$ cat src/rtl/decode_pkg.sv
// Shared decode-stage definitions: opcode constants, instruction format enum
// and the decoded instruction record carried through the stage registers.
package decode_pkg;

  // Widest PC / immediate the decoded record can carry; the stage narrows or widens at its ports.
  localparam int DATA_WIDTH_MAX = 64;

  localparam logic [6:0] OPCODE_LUI       = 7'b0110111;
  localparam logic [6:0] OPCODE_AUIPC     = 7'b0010111;
  localparam logic [6:0] OPCODE_JAL       = 7'b1101111;
  localparam logic [6:0] OPCODE_JALR      = 7'b1100111;
  localparam logic [6:0] OPCODE_BRANCH    = 7'b1100011;
  localparam logic [6:0] OPCODE_LOAD      = 7'b0000011;
  localparam logic [6:0] OPCODE_STORE     = 7'b0100011;
  localparam logic [6:0] OPCODE_OP_IMM    = 7'b0010011;
  localparam logic [6:0] OPCODE_OP        = 7'b0110011;
  localparam logic [6:0] OPCODE_OP_IMM_32 = 7'b0011011;
  localparam logic [6:0] OPCODE_OP_32     = 7'b0111011;
  localparam logic [6:0] OPCODE_MISC_MEM  = 7'b0001111;
  localparam logic [6:0] OPCODE_SYSTEM    = 7'b1110011;

  typedef enum logic [2:0] {
    FORMAT_R    = 3'd0,
    FORMAT_I    = 3'd1,
    FORMAT_S    = 3'd2,
    FORMAT_B    = 3'd3,
    FORMAT_U    = 3'd4,
    FORMAT_J    = 3'd5,
    FORMAT_NONE = 3'd6
  } instr_format_e;

  typedef struct packed {
    logic [DATA_WIDTH_MAX-1:0] pc;
    logic [4:0]                rs1;
    logic [4:0]                rs2;
    logic [4:0]                rd;
    logic [DATA_WIDTH_MAX-1:0] imm;
    logic [2:0]                funct3;
    logic                      funct7_b5;
    instr_format_e             format;
    logic                      reg_write;
    logic                      mem_read;
    logic                      mem_write;
    logic                      branch;
    logic                      jump;
    logic                      is_word;
    logic                      illegal;
  } decoded_instr_t;

endpackage

$ cat src/rtl/instr_decoder.sv
// Purely combinational RV64I decoder: classifies the opcode, sets control
// flags and assembles the sign-extended immediate for the detected format.
module instr_decoder
  import decode_pkg::*;
(
  input  logic [31:0]               instruction,
  input  logic [DATA_WIDTH_MAX-1:0] pc,
  output decoded_instr_t            decoded
);

  always_comb begin
    decoded           = '0;
    decoded.pc        = pc;
    decoded.rs1       = instruction[19:15];
    decoded.rs2       = instruction[24:20];
    decoded.rd        = instruction[11:7];
    decoded.funct3    = instruction[14:12];
    decoded.funct7_b5 = instruction[30];
    decoded.format    = FORMAT_NONE;

    // Compressed or all-zero encodings never reach the opcode table.
    if (instruction[1:0] != 2'b11) begin
      decoded.illegal = 1'b1;
    end else begin
      case (instruction[6:0])
        OPCODE_LUI, OPCODE_AUIPC: begin
          decoded.format    = FORMAT_U;
          decoded.reg_write = 1'b1;
        end
        OPCODE_JAL: begin
          decoded.format    = FORMAT_J;
          decoded.jump      = 1'b1;
          decoded.reg_write = 1'b1;
        end
        OPCODE_JALR: begin
          decoded.format    = FORMAT_I;
          decoded.jump      = 1'b1;
          decoded.reg_write = 1'b1;
        end
        OPCODE_BRANCH: begin
          decoded.format = FORMAT_B;
          decoded.branch = 1'b1;
        end
        OPCODE_LOAD: begin
          decoded.format    = FORMAT_I;
          decoded.mem_read  = 1'b1;
          decoded.reg_write = 1'b1;
        end
        OPCODE_STORE: begin
          decoded.format    = FORMAT_S;
          decoded.mem_write = 1'b1;
        end
        OPCODE_OP_IMM: begin
          decoded.format    = FORMAT_I;
          decoded.reg_write = 1'b1;
        end
        OPCODE_OP: begin
          decoded.format    = FORMAT_R;
          decoded.reg_write = 1'b1;
        end
        OPCODE_OP_IMM_32: begin
          decoded.format    = FORMAT_I;
          decoded.reg_write = 1'b1;
          decoded.is_word   = 1'b1;
        end
        OPCODE_OP_32: begin
          decoded.format    = FORMAT_R;
          decoded.reg_write = 1'b1;
          decoded.is_word   = 1'b1;
        end
        OPCODE_MISC_MEM, OPCODE_SYSTEM: begin
          decoded.format = FORMAT_I;
        end
        default: begin
          decoded.illegal = 1'b1;
        end
      endcase
    end

    case (decoded.format)
      FORMAT_I: decoded.imm = {{52{instruction[31]}}, instruction[31:20]};
      FORMAT_S: decoded.imm = {{52{instruction[31]}}, instruction[31:25], instruction[11:7]};
      FORMAT_B: decoded.imm = {{52{instruction[31]}}, instruction[7], instruction[30:25],
                               instruction[11:8], 1'b0};
      FORMAT_U: decoded.imm = {{32{instruction[31]}}, instruction[31:12], 12'h000};
      FORMAT_J: decoded.imm = {{44{instruction[31]}}, instruction[19:12], instruction[20],
                               instruction[30:21], 1'b0};
      default:  decoded.imm = '0;
    endcase
  end

endmodule

$ cat src/rtl/decode_stage.sv
// Decode pipeline stage: output register plus one-entry skid buffer so that
// the registered out_enable never lets fetch overrun the stage.
module decode_stage
  import decode_pkg::*;
#(
  parameter int ADDRESS_WIDTH     = 64,
  parameter int REGISTER_WIDTH    = 64,
  parameter int INSTRUCTION_WIDTH = 32
) (
  input  logic                         clk,
  input  logic                         reset,
  input  logic                         in_valid,
  input  logic [INSTRUCTION_WIDTH-1:0] in_instruction_bits,
  input  logic [ADDRESS_WIDTH-1:0]     in_pc,
  input  logic                         in_flush,
  input  logic                         in_stall,
  output logic                         out_enable,
  output logic                         out_valid,
  output logic [ADDRESS_WIDTH-1:0]     out_pc,
  output logic [4:0]                   out_rs1,
  output logic [4:0]                   out_rs2,
  output logic [4:0]                   out_rd,
  output logic [REGISTER_WIDTH-1:0]    out_imm,
  output logic [2:0]                   out_funct3,
  output logic                         out_funct7_b5,
  output logic [2:0]                   out_format,
  output logic                         out_reg_write,
  output logic                         out_mem_read,
  output logic                         out_mem_write,
  output logic                         out_branch,
  output logic                         out_jump,
  output logic                         out_is_word,
  output logic                         out_illegal
);

  localparam logic [1:0] STATE_EMPTY = 2'd0;
  localparam logic [1:0] STATE_ONE   = 2'd1;
  localparam logic [1:0] STATE_TWO   = 2'd2;

  logic [1:0]     state;
  logic [1:0]     state_next;
  decoded_instr_t decoded;
  decoded_instr_t out_entry;
  decoded_instr_t skid_entry;
  logic           accept;
  logic           consume;
  logic           load_out_from_input;
  logic           load_out_from_skid;
  logic           load_skid;

  instr_decoder u_instr_decoder (
    .instruction (32'(in_instruction_bits)),
    .pc          (DATA_WIDTH_MAX'(in_pc)),
    .decoded     (decoded)
  );

  assign accept  = in_valid & out_enable;
  assign consume = out_valid & ~in_stall;

  always_comb begin
    state_next          = state;
    load_out_from_input = 1'b0;
    load_out_from_skid  = 1'b0;
    load_skid           = 1'b0;
    // A flush wins over everything, including an instruction arriving this cycle.
    if (in_flush) begin
      state_next = STATE_EMPTY;
    end else begin
      case (state)
        STATE_EMPTY: begin
          if (accept) begin
            state_next          = STATE_ONE;
            load_out_from_input = 1'b1;
          end
        end
        STATE_ONE: begin
          if (accept && !consume) begin
            state_next = STATE_TWO;
            load_skid  = 1'b1;
          end else if (!accept && consume) begin
            state_next = STATE_EMPTY;
          end else if (accept && consume) begin
            load_out_from_input = 1'b1;
          end
        end
        STATE_TWO: begin
          if (consume) begin
            state_next         = STATE_ONE;
            load_out_from_skid = 1'b1;
          end
        end
        default: state_next = STATE_EMPTY;
      endcase
    end
  end

  always_ff @(posedge clk) begin
    if (!reset) begin
      state      <= STATE_EMPTY;
      out_valid  <= 1'b0;
      out_enable <= 1'b1;
      out_entry  <= '0;
      skid_entry <= '0;
    end else begin
      state      <= state_next;
      out_valid  <= (state_next != STATE_EMPTY);
      out_enable <= (state_next != STATE_TWO);
      if (load_out_from_input) begin
        out_entry <= decoded;
      end else if (load_out_from_skid) begin
        out_entry <= skid_entry;
      end
      if (load_skid) begin
        skid_entry <= decoded;
      end
    end
  end

  assign out_pc        = ADDRESS_WIDTH'(out_entry.pc);
  assign out_rs1       = out_entry.rs1;
  assign out_rs2       = out_entry.rs2;
  assign out_rd        = out_entry.rd;
  assign out_imm       = REGISTER_WIDTH'($signed(out_entry.imm));
  assign out_funct3    = out_entry.funct3;
  assign out_funct7_b5 = out_entry.funct7_b5;
  assign out_format    = out_entry.format;
  assign out_reg_write = out_entry.reg_write;
  assign out_mem_read  = out_entry.mem_read;
  assign out_mem_write = out_entry.mem_write;
  assign out_branch    = out_entry.branch;
  assign out_jump      = out_entry.jump;
  assign out_is_word   = out_entry.is_word;
  assign out_illegal   = out_entry.illegal;

endmodule

$ cat config.mk
export PLATFORM = sky130hd
export DESIGN_NAME = decode_stage
export DESIGN_NICKNAME = d
export VERILOG_FILES = /design/src/rtl/decode_pkg.sv /design/src/rtl/instr_decoder.sv /design/src/rtl/decode_stage.sv
export SDC_FILE = /design/constraint.sdc
export NUM_CORES = 1
export LEC_CHECK = 0
export CAP_MARGIN = 15
export CORE_ASPECT_RATIO = 0.8
export CORE_MARGIN = 2
export CORE_UTILIZATION = 45
export DETAILED_ROUTE_END_ITERATION = 12
export GPL_ROUTABILITY_DRIVEN = 1
export MAX_ROUTING_LAYER = met4
export PLACE_DENSITY_LB_ADDON = 0.1
export SKIP_LAST_GASP = 1
export SLEW_MARGIN = 20
export SYNTH_ARGS = -nofsm -noshare
export SYNTH_HDL_FRONTEND = slang
export SYNTH_SLANG_ARGS = --single-unit
$ cat constraint.sdc
create_clock -name clk -period 1.68 [get_ports clk]
set_input_delay 0.42 -clock clk [delete_from_list [all_inputs] [get_ports clk]]
set_output_delay 0.42 -clock clk [all_outputs]
set_load 0.05 [all_outputs]
==> impl_metrics.ini <==
[synth]
synth_edf_count = 0
synth_fp_nets = 1333
synthFlopType = dfxtp_1
async_flop_share = 0
ys_ff_latch = 254
syn_avg_cell_area_um2 = 8.88
seq_area_frac_synth = 0.465
syn-cell-area_um2 = 10900
synth_cell_types = 61
yosys_warnings = 0
syn_inst = 1232

[clock_network]
clk_latency_ps = 520
tritoncts = done
cts_sinks = 254
cts_max_level = 1
clkSlewWorstSetupHoldPaths_ps = 60
clk_path_buf_depth = 3
ctsHoldBuffers = 0
cts_buffers = 26
root_buffer = clkbuf_16

[timing]
timing.hold.ws_ps = 410
max_slew_margin = 0.753
rsz0062_at_grt = true
slew_viol_final = 0
setup_viol = 40
finalWorstSetupSlack_ps = -56.7
layout_min_cycle_time_ps = 1740
hold_viol = 0
fin_crit_sh = 1.03
finalSetupTns_ps = -1400
fmax_mhz = 576
fin_skew_ps = 9.53
tightest_slew_ps = 371

[finish]
final_nets = 1619
mostFrequentLayoutCells = 250 x dfxtp_1, 223 x nand2_1, 170 x buf_4
drive_above_1_share = 0.278
n_antenna_cell = 0
n_fill_cell = 1818
syn_to_final_growth_pct = 50.5
final_common_cell = dfxtp_1
postLayoutCellArea_um2 = 16500

[routing]
avgViaCountPerCell = 5.50
drtIter0Drc = 628
wirelength_mm = 33.3
drc = 0
routed-via-count = 10200
ant_nets = 0
routedWlPerCell_um = 18.0
first_pass_iters = 5

[critical_path]
critPathLaunch = out_imm[62]
critPathLaunchType = flip-flop
critPathRequiredTime_ps = 1260
critPathMaxFanout = 7
end_kind = output pin
regToRegSetupSlack_ps = -30
worstSetupPathType = flip-flop to output pin
cp.arrival_ps = 1320
worstReg2RegStart = out_valid

[status]
violations = negative setup slack
status = finished, violations left

[place]
hpwl_mm = 22.1
placed_area_um2 = 14800
io_buffers = 259
gp_congestion = 0.879

[floorplanning]
die_area_um2 = 25600
die_h_um = 143
rows = 50
coreArea_um2 = 23600
die-width_um = 178
ioPinCount = 260
start_util = 0.462

[global_routing]
met3_usage = 0.0508
grt_start_max_net_pins = 69
grt_pass1_wl_mm = 49.6
gr-total-overflow = 0
antenna_found_initial = 0
grt_use_met1 = 0.345
grt_pass1_vias = 9147
grt.busiest_layer = met2
grt_util_met2 = 0.371
grt_use_total = 0.250

[job]
cap_violations = 0

[pwr]
p_leak_nw = 5.95
ir_drop_uv = 630
p_per_area_nw_per_um2 = 895

[hold_path]
hold_class = input port to flip-flop
hold_start = in_flush
-- what timing repair did --
action,4_1_cts,5_1_grt
cloned,6,7
gates resized for setup,29,66
pin swaps,7,16
endpoints found under the setup margin,162,179
setup buffers,11,4
-- worst paths after layout --
path,end,depth (start not counted)
hold / removal,out_enable,3
setup / recovery,out_imm[58],2
setup reg to reg,out_imm[11],7
hold reg to reg,skid_entry[140],2
-- cells by family (layout without fill, tap and decap cells) --
group,Yosys count,count (layout),synth area share
mux,106,106,0.0974
simple gates,392,392,0.148
buf+inv,145,449,0.0817
xor+xnor,1,1,0.000801
flops,254,254,0.465
compound gates,334,334,0.207
-- power breakdown --
group | leakage [nW] | total, mW | switching [mW] | internal (mW)
sequential | 2.07 | 6.43 | 0.179 | 6.25
combinational | 3.47 | 2.57 | 1.49 | 1.08
clock | 0.416 | 5.74 | 2.39 | 3.35
-- synthesized netlist by cell type, drive strengths merged (2+ instances only) --
cell type | instances | area share
a21oi | 119 | 0.054
or3b | 2 | 0.0018
o22ai | 2 | 0.0011
a21boi | 4 | 0.0038
nor4 | 3 | 0.0023
clkbuf | 46 | 0.016
o2bb2ai | 9 | 0.0072
and4 | 2 | 0.0016
mux2i | 103 | 0.094
o21a | 5 | 0.0034
nor3 | 8 | 0.0037
and3 | 2 | 0.0011
nor2 | 117 | 0.040
nand2 | 226 | 0.078
or3 | 2 | 0.0011
dfxtp | 254 | 0.46
a22oi | 17 | 0.012
nand3 | 12 | 0.0055
o22a | 2 | 0.0016
inv | 6 | 0.0021
a31oi | 8 | 0.0046
nand2b | 6 | 0.0041
buf | 93 | 0.064
a211oi | 94 | 0.065
a221oi | 11 | 0.015
nor2b | 3 | 0.0017
mux2 | 3 | 0.0031
o21ai | 39 | 0.018
a222oi | 6 | 0.0055
a32oi | 9 | 0.0072
and3b | 2 | 0.0016
-- per-stage QoR --
step	util	cells	power [mW]	setup WS (ps)
CTS	0.678	1839	14.7	-122
global route	0.696	1848	15.2	-111
global placement	0.627	1776	8.97	-625
detailed placement	0.627	1776	8.99	-654
floorplan	-	1232	7.82	-8.27
finish	0.696	1848	14.7	-56.7
-- critical path, cell delays in order, from the launching register on --
cell       delay [ps]
dfxtp_4           450
clkbuf_16         210
buf_12            140
-- layer usage --
| layer | share of wire | vias up | wire [um] |
|---|---|---|---|
| met3 | 0.083 | 54 | 2770 |
| met5 | 0 | - | 0 |
| met2 | 0.45 | 376 | 14800 |
| li1 | - | 4896 | - |
| met1 | 0.45 | 4840 | 15000 |
| met4 | 0.022 | 0 | 743 |
-- sequential cells by signal, indices dropped and copies added (netlist names), 2 cells and up --
| signal | cells |
|---|---|
| out_format | 3 |
| out_imm | 32 |
| skid_entry | 125 |
| out_rd | 5 |
| out_rs1 | 5 |
| out_funct3 | 3 |
| state | 2 |
| out_pc | 64 |
| out_rs2 | 5 |
-- layout make-up --
| class | count | area [um^2] | share of cell area |
|---|---|---|---|
| clock inverters | 8 | 70.1 | 0.00426 |
| clock buffers | 38 | 777 | 0.0472 |
| well taps | 312 | 390 | 0.0237 |
| inverters | 6 | 27.5 | 0.00167 |
| repair buffers | 397 | 4840 | 0.294 |
| multi-input cells | 833 | 5260 | 0.319 |
| flip-flops and latches | 254 | 5090 | 0.310 |
Note: power is estimated with default switching activity, not from simulation.
